==> src/rtl/hamming_secded_checker_sat_counter.sv <==
// Saturating up-counter with synchronous clear; clear has priority over increment.
`timescale 1ns/1ps
module sat_counter #(
  parameter int unsigned CNT_W = 8
) (
  input  logic             clk,
  input  logic             rst,
  input  logic             inc,
  input  logic             clr,
  output logic [CNT_W-1:0] cnt
);

  logic [CNT_W-1:0] cnt_q, cnt_d;

  // Next count: clear wins, otherwise increment until all ones.
  always_comb begin
    cnt_d = cnt_q;
    if (clr) begin
      cnt_d = '0;
    end else if (inc && (cnt_q != {CNT_W{1'b1}})) begin
      cnt_d = cnt_q + 1'b1;
    end
  end

  // Count register.
  always_ff @(posedge clk or negedge rst) begin
    if (!rst) cnt_q <= '0;
    else      cnt_q <= cnt_d;
  end

  assign cnt = cnt_q;

endmodule

==> config.mk <==
export PLATFORM = sky130hd
export DESIGN_NAME = sat_counter
export DESIGN_NICKNAME = d
export VERILOG_FILES = /design/src/rtl/hamming_secded_checker_sat_counter.sv
export SDC_FILE = /design/constraint.sdc
export NUM_CORES = 1
export LEC_CHECK = 0
export BUFFER_PORTS_ARGS = -buffer_cell sky130_fd_sc_hd__buf_2
export CAP_MARGIN = 20
export CORE_AREA = 2 2 39 41
export CTS_CLUSTER_SIZE = 28
export DETAILED_ROUTE_END_ITERATION = 6
export DIE_AREA = 0 0 41 43
export GPL_TIMING_DRIVEN = 0
export PLACE_DENSITY = 0.67
export SLEW_MARGIN = 5
export SYNTH_ARGS = -nofsm -noshare
export SYNTH_HDL_FRONTEND = slang
export SYNTH_SLANG_ARGS = --single-unit
==> constraint.sdc <==
create_clock -name clk -period 1.83 [get_ports clk]
set_input_delay 0.2745 -clock clk [delete_from_list [all_inputs] [get_ports clk]]
set_output_delay 0.2745 -clock clk [all_outputs]
set_load 0.03 [all_outputs]
-- Yosys cells after proc, flatten, opt, wreduce, memory -nomap -nowiden
Cells that the tools add are included.
- add/subtract/negate cells: 1
- multipliers: 0
- div/mod/pow operators: 0
- order comparisons: 0
- eq/ne operators: 1
- shift-type cells: 0
- multiplexer cells: 2
- bitwise operators: 0
- reductions and logical operators: 2
- operators with widths (cell ; number):
    8-bit 2-to-1 mux ; 2
    8-bit by 1-bit adder with 8-bit output (second input constant) ; 1
    8-bit != test (second input constant) ; 1
    2-bit nonzero test ; 1
    1-bit logical AND ; 1
- bits in registers: 8
- latch bits: 0
- memory bits (writable): 0
- bits in read-only memories: 0
- input port bits: 4
- output and inout bits: 8
- word-level logic and storage cells: 7
- memories: 0

-- Longest topological paths before layout
- word-level depth: 4
- mapped depth: 4
- depth with buffers taken out: 4

-- Least setup slack after synthesis
OpenSTA, ideal clock, no wires.
- path kind: reg2reg
- from: register cnt_q[0], in the netlist cnt[0]
- to: register cnt_q[0], in the netlist cnt[0]
- setup time: 0.125 ns
- arrival time: 1.623 ns
- data required time: 1.705 ns
- setup slack: 0.083 ns
- cell stages (with the launch flop): 5
- path buffers: 0
- clock period less this slack: 1.747 ns
- cells stage by stage: dfrtp_1 -> ha_1 -> and4_2 -> a21boi_1 -> mux2_2
- longest elaborated chain between the ends: 3
- elaborated cells between the ends (all ways): 6
- those cells by class: add/sub (1); eq/ne (1); mux (2); reduce/logical (2)
- RTL lines (element ; line ; text):
    start, declared ; 13 ; logic [CNT_W-1:0] cnt_q, cnt_d;
    start signal, assigned ; 28 ; else cnt_q <= cnt_d;
    8-bit by 1-bit adder with 8-bit output or 8-bit != test (tied branches) ; 21, 20 ;
    8-bit 2-to-1 mux or 1-bit logical AND (tied branches) ; 20 ; end else if (inc && (cnt_q != {CNT_W{1'b1}})) begin
    8-bit 2-to-1 mux or 2-bit nonzero test (tied branches) ; n/a ;
Parallel ways exist; a longest one is shown, timed or not. The select of a mux whose other input is x is not followed.
A chain may end at the register's enable or synchronous reset.

-- Worst setup path after layout
Same ends and word-level chain as after synthesis.

==> impl_metrics.py <==
metrics = {
    "run_status": {
        "status": "finished, final reports clean",
    },
    "placed_design": {
        "finalWeightedCongestion": 0.690,
        "placement.cell_area_um2": 534,
        "post-dp-hpwl_um": 674,
        "dp_cells": 75,
        "io_buffer_count": 10,
        "placement.setup.worst_slack_ps": 125,
    },
    "clock_network": {
        "ctsRootBufferMaster": "sky130_fd_sc_hd__clkbuf_4",
        "cts.path.max_buffers": 2,
        "clk_transition_reported_paths_ps": 60,
        "clkLatencyLatePin_ps": 260,
        "cts_inserted_buffers": 3,
        "post-cts-setup-buffers": 0,
        "cts_tree": "built",
        "cts-htree-levels": 1,
        "cts.sink_count": 8,
    },
    "critical_path": {
        "worst_ep_arrival_time_ps": 1860,
        "worst_setup_path_end_kind": "register",
        "path_class": "register to register",
        "crit_required_ps": 1970,
        "crit_path_start_kind": "register",
        "critPathMaxFanout": 7,
    },
    "sta": {
        "fin_ws_ps": 114,
        "max_slew_margin_vs_limit": 0.740,
        "final_max_slew_viol_count": 0,
        "fmax_ghz": 0.583,
        "setup-violations-final": 0,
        "final.setup_skew_ps": 0.603,
        "tns_ps": 0,
        "unrepaired_setup_endpoints_after_global_routing": "no",
        "finalCriticalPeriod_ps": 1720,
        "worst_pin_slew_ps": 390,
        "timing.final.crit_share": 0.938,
        "timing.final.hold_violations": 0,
    },
    "floorplanning": {
        "ios": 12,
        "die_width_um": 41,
        "rows": 14,
        "design.die.area_um2": 1760,
        "fp.dieH_um": 43,
        "initial_standard_cell_utilization_of_the_core": 0.335,
        "core-area_um2": 1380,
    },
    "drt": {
        "post-route-drc-count": 0,
        "finalWirelength_um": 936,
        "vias_per_cell": 5.32,
        "wl_per_cell_um": 11.8,
        "drt.antenna.violating_nets": 0,
        "total_number_of_vias": 420,
        "drtPass1Iterations": 4,
        "drt_iter0_markers": 3,
    },
    "synth": {
        "synth.lib_cells_used.distinct": 28,
        "synth.avg_cell_area_um2": 9.47,
        "post_synth_xor_area_fraction": 0,
        "ys_seq_elements": 8,
        "synthesis.yosys.warnings": 0,
        "syn_nets": 54,
        "yosys.area_share.simple": 0.310,
        "dominant_combinational_cell_family_by_area_after_synthesis": "simple AND/OR/NAND/NOR gates",
        "syn_area_um2": 464,
        "dominantRegCellSynth": "sky130_fd_sc_hd__dfrtp_1",
        "synthesis.instances": 49,
        "share_of_synthesized_area_spent_on_multiplexers": 0.0701,
        "synth_seq_area_share": 0.431,
        "synth_async_sr_flop_share": 1.00,
        "synth-edff-count": 0,
        "synth-compound-area-share": 0.127,
        "post_synthesis_share_of_cell_area_spent_on_full_adders_half_adders_and_majority_gates": 0.0270,
    },
    "global_routing": {
        "overflow": 0,
        "first_global_vias": 352,
        "antenna_found_initial": 0,
        "grt_max_degree": 11,
        "grt_first_pass_wirelength_um": 1550,
        "grt_use_total": 0.131,
    },
    "power": {
        "power_frac_comb": 0.112,
        "sequentialPowerShare": 0.505,
        "power_switching_share": 0.266,
        "power.internal_mw": 0.272,
        "switching_power_mw": 0.0989,
        "pwr_dens_nw_per_um2": 655,
        "clock_power_share": 0.383,
        "vdd.ir_drop.worst_mv": 0.349,
        "leakage_nw": 0.260,
    },
    "final_layout": {
        "antennaDiodeCount": 0,
        "largest_register_ff_count": 8,
        "post_route_cells_drive_above_1_share": 0.286,
        "postLayoutCellArea_um2": 567,
        "fin_nets": 70,
        "post_layout_nonfiller_instances": 79,
        "synthToLayoutAreaGrowth_pct": 22.1,
        "num-fill-cells": 144,
    },
    "flow_run": {
        "max_cap_violations": 0,
    },
    "hold_path": {
        "min_path_type": "input port to asynchronous set/reset pin",
    },
}
## layout make-up
| type | count | area, um2 | share of cell area |
|---|---|---|---|
| Buffer | 2 | 8.76 | 0.0155 |
| Clock buffer | 3 | 22.5 | 0.0397 |
| Inverter | 2 | 7.51 | 0.0132 |
| Multi-Input combinational cell | 37 | 248 | 0.437 |
| Sequential cell | 8 | 200 | 0.353 |
| Tap cell | 16 | 20.0 | 0.0353 |
| Timing Repair Buffer | 11 | 60.1 | 0.106 |
## per-layer routing
| metal | share of wire | track usage | vias up |
|---|---|---|---|
| met5 | 0 | 0 | - |
| met4 | 0.018 | 0.0600 | 0 |
| met3 | 0.044 | 0.0471 | 3 |
| met2 | 0.44 | 0.166 | 13 |
| met1 | 0.49 | 0.193 | 195 |
| li1 | - | - | 209 |
## final timing paths
kind | slack (ps) | endpoint | startpoint | cells past startpoint
max in group asynchronous | 1280 | cnt[2] | rst | 2
setup / recovery | 110 | cnt[0] | cnt[0] | 4
hold reg to reg | 570 | cnt[7] | cnt[7] | 2
setup reg to reg | 110 | cnt[0] | cnt[0] | 4
min in group clk | 390 | cnt[3] | clr | 3
hold / removal | 380 | cnt[7] | rst | 2
## cell usage in the layout (no fill, tap or decap), drive strengths merged, types with 3 or more instances in the layout
master	count
clkbuf	4
a21oi	3
nor3	4
nor2b	3
nand2b	3
buf	11
dfrtp	8
nand3	3
## cell families after synthesis
family / count (synthesis)
fa+ha+maj: 1
compound gates: 9
buf+inv: 4
flops: 8
simple gates: 24
mux: 3
## power by group through the flow
stage / sequential, mW / clock (mW) / combinational [mW]
after global routing: 0.188 / 0.153 / 0.0477
after CTS: 0.187 / 0.144 / 0.0427
after global placement: 0.191 / 0 / 0.0399
final: 0.187 / 0.142 / 0.0415
after detailed placement: 0.190 / 0 / 0.0407
after floorplan: 0.198 / 0 / 0.0180
## critical path: stages (launching register included)
cell,delay [ps]
sky130_fd_sc_hd__dfrtp_1,420
sky130_fd_sc_hd__ha_1,290
sky130_fd_sc_hd__and4_2,290
sky130_fd_sc_hd__a21boi_1,240
sky130_fd_sc_hd__mux2_2,360
## synthesized netlist by cell type (2+ instances only)
master,number,area share
sky130_fd_sc_hd__nor3_1,4,0.043
sky130_fd_sc_hd__a21oi_1,3,0.032
sky130_fd_sc_hd__nand2_1,2,0.016
sky130_fd_sc_hd__inv_1,2,0.016
sky130_fd_sc_hd__nand2b_1,3,0.040
sky130_fd_sc_hd__dfrtp_1,8,0.43
sky130_fd_sc_hd__nor2b_1,3,0.040
sky130_fd_sc_hd__nor2_1,2,0.016
sky130_fd_sc_hd__mux2_2,2,0.049
sky130_fd_sc_hd__nand3_1,2,0.022
## repair_timing
item / CTS / global route
hold endpoints to repair: 8 / 0
hold buffers: 1 / 0
resized for setup: 0 / 0
## through the flow
step	hold slack (ps)	power, mW	utilization
floorplan	-21.1	0.216	-
global placement	129	0.230	0.386
detailed placement	130	0.231	0.386
CTS	388	0.374	0.410
global route	396	0.389	0.410
finish	384	0.371	0.410
No activity file was read; power rests on OpenSTA's default activity.
